**config.mk**
```make
export PLATFORM = sky130hd
export DESIGN_NAME = onewire_rom_responder
export DESIGN_NICKNAME = d
export VERILOG_FILES = /design/src/rtl/onewire_rom_responder.sv
export SDC_FILE = /design/constraint.sdc
export NUM_CORES = 1
export LEC_CHECK = 0
export BUFFER_PORTS_ARGS = -buffer_cell sky130_fd_sc_hd__buf_2
export CELL_PAD_IN_SITES_DETAIL_PLACEMENT = 0
export CELL_PAD_IN_SITES_GLOBAL_PLACEMENT = 2
export CORE_MARGIN = 2
export CORE_UTILIZATION = 39
export CTS_CLUSTER_DIAMETER = 40
export DETAILED_ROUTE_END_ITERATION = 16
export PLACE_DENSITY_LB_ADDON = 0.1
export RECOVER_POWER = 25
export SETUP_SLACK_MARGIN = 0.15
export SYNTH_ARGS = -nofsm -noshare
export SYNTH_HDL_FRONTEND = slang
export SYNTH_SLANG_ARGS = --single-unit
export TNS_END_PERCENT = 100
```
**constraint.sdc**
```tcl
create_clock -name clk -period 2.7 [get_ports clk]
set_input_delay 0.27 -clock clk [delete_from_list [all_inputs] [get_ports clk]]
set_output_delay 0.27 -clock clk [all_outputs]
set_load 0.02 [all_outputs]
```
**src/rtl/onewire_rom_responder.sv**
```systemverilog
// 1-Wire slave that answers reset with presence, takes a command byte
// and streams its 64-bit ROM ID when asked with Read ROM.
module onewire_rom_responder #(
    parameter logic [63:0] ROM_ID       = 64'hA200_0000_0ABC_DE28,
    parameter logic [7:0]  CMD_READ_ROM = 8'h33,
    parameter int          RESET_MIN    = 480,
    parameter int          PRES_WAIT    = 30,
    parameter int          PRES_LEN     = 120,
    parameter int          SAMPLE_PT    = 30,
    parameter int          HOLD_ZERO    = 45,
    parameter int          CNT_W        = 10
) (
    input  logic       clk,
    input  logic       rst,
    input  logic       bus,
    output logic       slave_pull_low,
    output logic       cmd_valid,
    output logic [7:0] cmd_byte,
    output logic       rom_sent,
    output logic       busy
);

    typedef enum logic [2:0] {
        S_IDLE,
        S_RST_LOW,
        S_PRES_WAIT,
        S_PRESENCE,
        S_RX_CMD,
        S_TX_ROM,
        S_WAIT_RST
    } state_t;

    localparam logic [CNT_W-1:0] RST_CNT = CNT_W'(RESET_MIN);
    localparam logic [CNT_W-1:0] PW_CNT  = CNT_W'(PRES_WAIT);
    localparam logic [CNT_W-1:0] PL_CNT  = CNT_W'(PRES_LEN);
    localparam logic [CNT_W-1:0] SP_CNT  = CNT_W'(SAMPLE_PT);
    localparam logic [CNT_W-1:0] HZ_CNT  = CNT_W'(HOLD_ZERO);
    localparam logic [CNT_W-1:0] ONE     = CNT_W'(1);

    state_t           state_q;
    logic             bus_m_q;
    logic             bus_s_q;
    logic             bus_p_q;
    logic [1:0]       flush_q;
    logic [CNT_W-1:0] low_cnt_q;
    logic [CNT_W-1:0] cnt_q;
    logic [5:0]       idx_q;
    logic             in_slot_q;
    logic [7:0]       cmd_sh_q;
    logic [7:0]       cmd_byte_q;
    logic             pull_q;
    logic             cmd_valid_q;
    logic             rom_sent_q;
    logic             busy_q;

    logic             mask;
    logic             fall;
    logic             rst_seen;
    logic             abortable;
    logic [7:0]       cmd_next;

    // Our own drive and its synchronizer tail must not look like master activity
    assign mask      = pull_q | (flush_q != 2'd0);
    assign fall      = bus_p_q & ~bus_s_q & ~mask;
    assign rst_seen  = (low_cnt_q == RST_CNT);
    assign cmd_next  = {bus_s_q, cmd_sh_q[7:1]};
    assign abortable = (state_q == S_PRES_WAIT) || (state_q == S_RX_CMD) ||
                       (state_q == S_TX_ROM)    || (state_q == S_WAIT_RST);

    assign slave_pull_low = pull_q;
    assign cmd_valid      = cmd_valid_q;
    assign cmd_byte       = cmd_byte_q;
    assign rom_sent       = rom_sent_q;
    assign busy           = busy_q;

    // Two-flop synchronizer plus one delayed copy for edge detection
    always_ff @(posedge clk or posedge rst) begin
        if (rst) begin
            bus_m_q <= 1'b1;
            bus_s_q <= 1'b1;
            bus_p_q <= 1'b1;
        end else begin
            bus_m_q <= bus;
            bus_s_q <= bus_m_q;
            bus_p_q <= bus_s_q;
        end
    end

    // Flush window after release and the saturating low-time counter
    always_ff @(posedge clk or posedge rst) begin
        if (rst) begin
            flush_q   <= 2'd0;
            low_cnt_q <= '0;
        end else begin
            if (pull_q) begin
                flush_q <= 2'd2;
            end else if (flush_q != 2'd0) begin
                flush_q <= flush_q - 2'd1;
            end
            if (mask || bus_s_q) begin
                low_cnt_q <= '0;
            end else if (low_cnt_q != RST_CNT) begin
                low_cnt_q <= low_cnt_q + ONE;
            end
        end
    end

    // Protocol state machine with registered outputs
    always_ff @(posedge clk or posedge rst) begin
        if (rst) begin
            state_q     <= S_IDLE;
            cnt_q       <= '0;
            idx_q       <= '0;
            in_slot_q   <= 1'b0;
            cmd_sh_q    <= '0;
            cmd_byte_q  <= '0;
            pull_q      <= 1'b0;
            cmd_valid_q <= 1'b0;
            rom_sent_q  <= 1'b0;
            busy_q      <= 1'b0;
        end else begin
            cmd_valid_q <= 1'b0;
            rom_sent_q  <= 1'b0;
            if (abortable && rst_seen) begin
                state_q   <= S_RST_LOW;
                pull_q    <= 1'b0;
                idx_q     <= '0;
                in_slot_q <= 1'b0;
                cnt_q     <= '0;
                cmd_sh_q  <= '0;
            end else begin
                unique case (state_q)
                    S_IDLE: begin
                        if (rst_seen) begin
                            state_q <= S_RST_LOW;
                            busy_q  <= 1'b1;
                        end
                    end
                    S_RST_LOW: begin
                        if (bus_s_q) begin
                            state_q <= S_PRES_WAIT;
                            cnt_q   <= ONE;
                        end
                    end
                    S_PRES_WAIT: begin
                        if (cnt_q == PW_CNT) begin
                            state_q <= S_PRESENCE;
                            pull_q  <= 1'b1;
                            cnt_q   <= ONE;
                        end else begin
                            cnt_q <= cnt_q + ONE;
                        end
                    end
                    S_PRESENCE: begin
                        if (cnt_q == PL_CNT) begin
                            state_q   <= S_RX_CMD;
                            pull_q    <= 1'b0;
                            idx_q     <= '0;
                            in_slot_q <= 1'b0;
                            cnt_q     <= '0;
                        end else begin
                            cnt_q <= cnt_q + ONE;
                        end
                    end
                    S_RX_CMD: begin
                        if (!in_slot_q) begin
                            if (fall) begin
                                in_slot_q <= 1'b1;
                                cnt_q     <= ONE;
                            end
                        end else if (cnt_q == SP_CNT) begin
                            in_slot_q <= 1'b0;
                            cmd_sh_q  <= cmd_next;
                            idx_q     <= idx_q + 6'd1;
                            if (idx_q[2:0] == 3'd7) begin
                                idx_q       <= '0;
                                cmd_byte_q  <= cmd_next;
                                cmd_valid_q <= 1'b1;
                                if (cmd_next == CMD_READ_ROM) begin
                                    state_q <= S_TX_ROM;
                                end else begin
                                    state_q <= S_WAIT_RST;
                                end
                            end
                        end else begin
                            cnt_q <= cnt_q + ONE;
                        end
                    end
                    S_TX_ROM: begin
                        if (!in_slot_q) begin
                            if (fall) begin
                                in_slot_q <= 1'b1;
                                cnt_q     <= ONE;
                                pull_q    <= ~ROM_ID[idx_q];
                            end
                        end else if (cnt_q == HZ_CNT) begin
                            pull_q    <= 1'b0;
                            in_slot_q <= 1'b0;
                            idx_q     <= idx_q + 6'd1;
                            if (idx_q == 6'd63) begin
                                idx_q      <= '0;
                                rom_sent_q <= 1'b1;
                                state_q    <= S_WAIT_RST;
                            end
                        end else begin
                            cnt_q <= cnt_q + ONE;
                        end
                    end
                    S_WAIT_RST: begin
                        state_q <= S_WAIT_RST;
                    end
                    default: begin
                        state_q <= S_IDLE;
                    end
                endcase
            end
        end
    end

endmodule
```
Yosys cells after proc, flatten, opt, wreduce, memory -nomap -nowiden

Memory sizes are Yosys's and may differ from the RTL's.
Cells that the tools add are included.

Output and inout port bits: 12
Word-level logic and storage cells: 144
Register bits: 55
Input bits: 3
RAM bits: 0
Bits in latches: 0
Memories: 1
Bits in read-only memories: 64

Magnitude comparators: 1
Muxes and demuxes: 65
Add/subtract/negate cells: 4
$mul: 0
Reductions and logical operators: 23
Divide/modulo/power cells: 0
Shift-type cells: 0
Equal/unequal tests: 28
Bitwise operators: 7

Memories:

| name             | depth | bits a word | read ports | clocked after memory_dff | write ports | line | RTL |
|---|---|---|---|---|---|---|---|
| (name not given) | 64    | 1           | 1          | 0                        | 0           | 194  | `pull_q <= ~ROM_ID[idx_q];` |

Operators with widths:

| cell                    | number |
|---|---|
| $mux W10                | 11 |
| $pmux W10 S5            | 1 |
| $mux W6                 | 8 |
| $mux W3                 | 11 |
| $mux W8                 | 4 |
| $mux W1                 | 23 |
| $pmux W3 S7             | 1 |
| $add A10 B1 Y10 const B | 2 |
| $pmux W6 S3             | 1 |
| $ne A3 B1 Y1 const B    | 5 |
| $eq A3 B3 Y1 const B    | 4 |
| $reduce_bool A2 Y1      | 6 |
| $eq A10 B5 Y1 const B   | 1 |
| $eq A10 B6 Y1 const B   | 1 |
| $eq A10 B7 Y1 const B   | 1 |
| $eq A10 B9 Y1 const B   | 1 |
| $ne A10 B9 Y1 const B   | 1 |
| $reduce_and A10 Y1      | 1 |
| $reduce_and A5 Y1       | 2 |
| $ne A3 B3 Y1 const B    | 3 |
| $eq A8 B6 Y1 const B    | 1 |
| $ne A4 B4 Y1 const B    | 2 |
| $reduce_bool A4 Y1      | 2 |
| $lt A6 B7 Y1 const B    | 1 |
| 21 further kinds        | 34 |

Longest topological paths before layout

Word-level depth: 8
Gate-level depth with buffers: 9
Mapped depth without buffers: 8

Worst setup path before layout

OpenSTA, ideal clock, no wires.

Path type: register to register
From: reg low_cnt_q[0]
To: reg cnt_q[4]
Data arrival time: 2,004 ps
Clock period less this slack: 2,124 ps
Required time: 2,580 ps
Buffers on the path: 1
Library setup time: 120 ps
Stages on the path, launching flop included: 9
Path slack: 576 ps
Path through: dfrtp_1 inv_1 ha_1 and4bb_2 and3_1 clkbuf_1 o21ai_0 a22o_2 a31o_2

Word-level cells in the longest chain between the ends: 4
Elaborated cells on any way between the ends: 8
Those cells by class: 4 x eq/ne; 1 x mux; 3 x reduce/logical

Ends and longest elaborated chain:

| item                                                 | line | RTL |
|---|---|---|
| start, declared                                      | 45   | `logic [CNT_W-1:0] low_cnt_q;` |
| start signal, assigned                               | 103  | `low_cnt_q <= low_cnt_q + ONE;` |
| $eq A10 B9 Y1 (*)                                    | 65   | `assign rst_seen = (low_cnt_q == RST_CNT);` |
| $logic_and A1 B1 Y1 (*)                              | 124  | `if (abortable && rst_seen) begin` |
| $ne A4 B4 Y1 (no line), or another cell as far along | -    |  |
| $reduce_and A4 Y1 (no line)                          | -    |  |
| end signal, assigned                                 | 151  | `cnt_q <= cnt_q + ONE;` |
| end signal, assigned                                 | 162  | `cnt_q <= cnt_q + ONE;` |
| end signal, assigned                                 | 186  | `cnt_q <= cnt_q + ONE;` |
| end, declared                                        | 46   | `logic [CNT_W-1:0] cnt_q;` |

Mark *: on every way between the ends. The rest lies on a longest branch, timed or not.
A chain may end at the register's enable or synchronous reset.

Worst setup path after layout

From: reg low_cnt_q[0]
To: reg cnt_q[2]

Same word-level chain as after synthesis.

==> summary.md <==
| Metric | Value |
|---|---|
| Fin crit period | 2.405 ns |
| Cell Area, Synth | between 0.003 and 0.004 mm2 |
| First-pass GRT wire length | between 10,000 and 15,000 um |
| Hold Path Origin | bus |
| Final nets | 354 |
| Req. time, crit path | 2.92 ns |
| Vias post-DR | 2,381 |
| Vias per inst | around 5.4 |
| Final WL | 6936 um |
| Sequential power share | 61.2% |
| Number of flops mapped to enable cells by yosys | 0 |
| Post-synth top area share | between 40 and 50% |
| Hpwl dp | 4851 um |
| Max incr delay on CP | 0.45 ns |
| HP Class | primary input to register |
| GR Overflow Total | 0 |
| Flops & latches, synth | 54 |
| Tot GR Track Use | between 10% and 20% |
| Status | complete, no violations |
| Worst-path clk slew | 0.11 ns |
| Max layer used | met4 |
| Setup bufs post-CTS | 0 |
| Sequential-to-total area share from yosys stat | 44.81% |
| Max Root-Sink Buffers | 2 |
| RSZ-0062 raised after global routing | no |
| Drt drc | 0 |
| Reg-to-reg critical path startpoint | low_cnt_q[0]$_DFFE_PP0P_ |
| Setup crit start | low_cnt_q[0]$_DFFE_PP0P_ |
| Die area | 0.008475 mm2 |
| Internal Pwr Total | 1.017 mW |
| Tcrit/Tclk final | 89.08% |
| Metal1 wirelength | 3619 um |
| Root Buffer | clkbuf_8 |
| I/O Pins | 15 |
| Initial antenna violation count | 0 |
| CTS Buf Count | 5 |
| Placement Rows | 32 |
| Reg2Reg Depth | 9 |
| Gate power share | 2.5% |
| Final setup fails | 0 |
| Die H | slightly above 90 um |
| Mapped Avg Cell Area | 9.421 um2 |
| Net Sw Power | roughly 0.33 mW |
| Slew @ Worst Pin | 1.318 ns |
| Top post-synthesis cells by area | dfrtp_1 42%, nand2_1 6.7%, ha_1 5.0%, o21ai_0 3.1%, a22o_1 2.9% |
| Final clock skew | ~0.015 ns |
| Critical path endpoint category | register |
| Synth-to-layout area growth | 10.55% |
| Setup TNS Final | 0 ns |
| Cell taking the most area after synthesis | dfrtp_1 |
| Non-Filler Instances | roughly 440 |
| WHS Endpoint | bus_m_q$_DFF_PP1_ |
| Pwr/cell area | 402.3 mW/mm2 |
| Mapped Nets | 336 |
| Post-synth ARST share | 100.0% |
| Routed length on met3 | 172 um |
| Pre-CTS setup slack | about 0.32 ns |
| WP buf/inv | 2 |
| CP max stage cell | and3_1 |
| Post-Syn Instances | 321 |
| Max VDD drop | 0.2109 mV |
| Vias in the first global route | about 2,300 |
| P_leak | around 1.5 nW |
| Worst path arrival time | 2.62 ns |
| FMAX | around 0.42 GHz |
| CP cell instances | inv_1 > ha_1 > and4bb_2 > and3_1 > nor4_4 > a211o_1 > buf_4 > o21bai_1 > a22o_2 |
| H-tree depth | 2 |
| Hold_ws | 0.04111 ns |
| Synthesis Warnings | 0 |
| Chip width | 92.06 um |
| Critical Path Fanout Max | 10 |
| Core area | ~0.0076 mm2 |
| # port buffers | 14 |
| Initial drt markers | 106 |
| Final setup margin | 0.2950 ns |
| CP Class | register to register |
| Drt first pass iters | 6 |
| WHS Path Cells | 1 |
| CTS Sinks | 54 |
| RePlAce Congestion | 0.7691 |
| Setup crit start kind | register |
| Ys flop type | dfrtp_1 |
| Clock latency on the worst-skew pair | approximately 0.32 ns |
| CP top delay family | simple AND/OR/NAND/NOR gates |
| R2r setup slk | 0.29 ns |
| Routed len/inst | approximately 16 um |
| Max-slew headroom | 12.11% |
| Ant diodes | 0 |
| Netlist cell types | between 60 and 70 |
| Final Hold Fails | 0 |
| Placed cells | roughly 430 |
| Worst reg2reg endpoint | cnt_q[2]$_DFFE_PP0P_ |
| Initial core utilization | 39.75% |
| Final ANT Viol Nets | 0 |
| CTS tree | built |
| MaxCap Viol Count | 0 |
| Sw frac | 24.35% |
| Metal2 WL | roughly 3000 um |
| Clock Power Share | 36.3% |
| Most frequent cells in the layout | 54 x nand2_1, 51 x dfrtp_1, 18 x nor2_1, 18 x o21ai_0, 15 x nand3_1 |
| Largest net degree at the start of global routing | 30 |
| Final Max Tran Viols | 0 |
| Fillers | 770 |
| Most common cell after layout, fill and taps aside | nand2_1 |
| Share of cells above drive strength 1 | 15.59% |
registers in the layout (all words and copies together), names as in the netlist:
register        flops
cnt_q              10
slave_pull_low      1
bus_p_q             1
busy                1
in_slot_q           1
cmd_byte            8
state_q             3
idx_q               6
low_cnt_q          10
bus_m_q             1
cmd_sh_q            7
rom_sent            1
flush_q             2
cmd_valid           1
bus_s_q             1
final cells by class:
type                    instances  area [um2]  area share [%]
repair buffers                 24       150.1           4.491
inverters                      14       52.55           1.572
clock inverters                 3       28.78          0.8608
multi-input cells             240        1560           46.67
well taps                     102       127.6           3.817
clock buffers                   5       68.82           2.058
flip-flops and latches         54        1355           40.53
timing repair:
item                       in CTS  in global routing
hold buffers                    0                  0
gates resized for setup         0                  3
setup endpoints to repair       0                  5
worst reg2reg max path, stage by stage (launching register included):
cell and delay, ns:
dfrtp_1 0.42, inv_1 0.10, ha_1 0.14, and4bb_2 0.28
and3_1 0.45, nor4_4 0.10, a211o_1 0.29, buf_4 0.19
o21bai_1 0.15, a22o_2 0.20
cell families (layout without fill, tap and decap cells):
kind of cell    Yosys count  after routing  share of synthesized area, %
simple gates            140            140                         24.00
compound gates           72             72                         17.42
fa+ha+maj                12             12                         4.965
buf+inv                  27             46                         3.848
flops                    54             54                         44.81
mux                       5              5                         1.779
xor+xnor                 11             11                         3.186
power by group through the flow:
stage                     Clock, mW  Combinational (mW)  Sequential (mW)
final                         0.489              0.0335            0.823
after global routing          0.540              0.0398            0.825
after CTS                     0.515              0.0377            0.823
after detailed placement          0              0.0377            0.839
after global placement            0              0.0374            0.838
after floorplan                   0              0.0235            0.836
how the worst max path moves through the flow:
stage	end	cells after the start	slack, ns
finish	cnt_q[2]$_DFFE_PP0P_	9	0.29
global route	cnt_q[4]$_DFFE_PP0P_	3	0.17
CTS	idx_q[4]$_DFFE_PP0P_	8	0.29
detailed placement	idx_q[4]$_DFFE_PP0P_	8	0.32
global placement	idx_q[4]$_DFFE_PP0P_	8	0.29
floorplan	cnt_q[4]$_DFFE_PP0P_	8	0.58
synth_stat cells (4+ instances only):
cell type,instances
ha_1,12
clkbuf_1,5
inv_1,14
nand4_1,7
o31ai_1,4
dfrtp_1,51
xor2_1,8
nand3_1,16
nor2b_1,10
nor2_1,19
nor3_1,7
nand2_1,54
buf_2,6
and3_1,7
a21oi_1,6
a22o_1,10
o21ai_0,19
layer usage:
layer | vias up | track usage [%]
li1 | 1187 | -
met1 | 1154 | 26.65
met2 | 33 | 26.65
met3 | 7 | 2.794
met4 | 0 | 5.224
met5 | - | 0
per-stage QoR:
step	power [mW]	area, um2	util [%]
6_report	1.345	3343	43.95
2_1_floorplan	0.8596	3024	-
5_1_grt	1.405	3343	43.95
4_1_cts	1.376	3343	43.95
3_3_place_gp	0.8755	3246	42.66
3_5_place_dp	0.8763	3246	42.66
No activity file was read; power rests on OpenSTA's default activity.
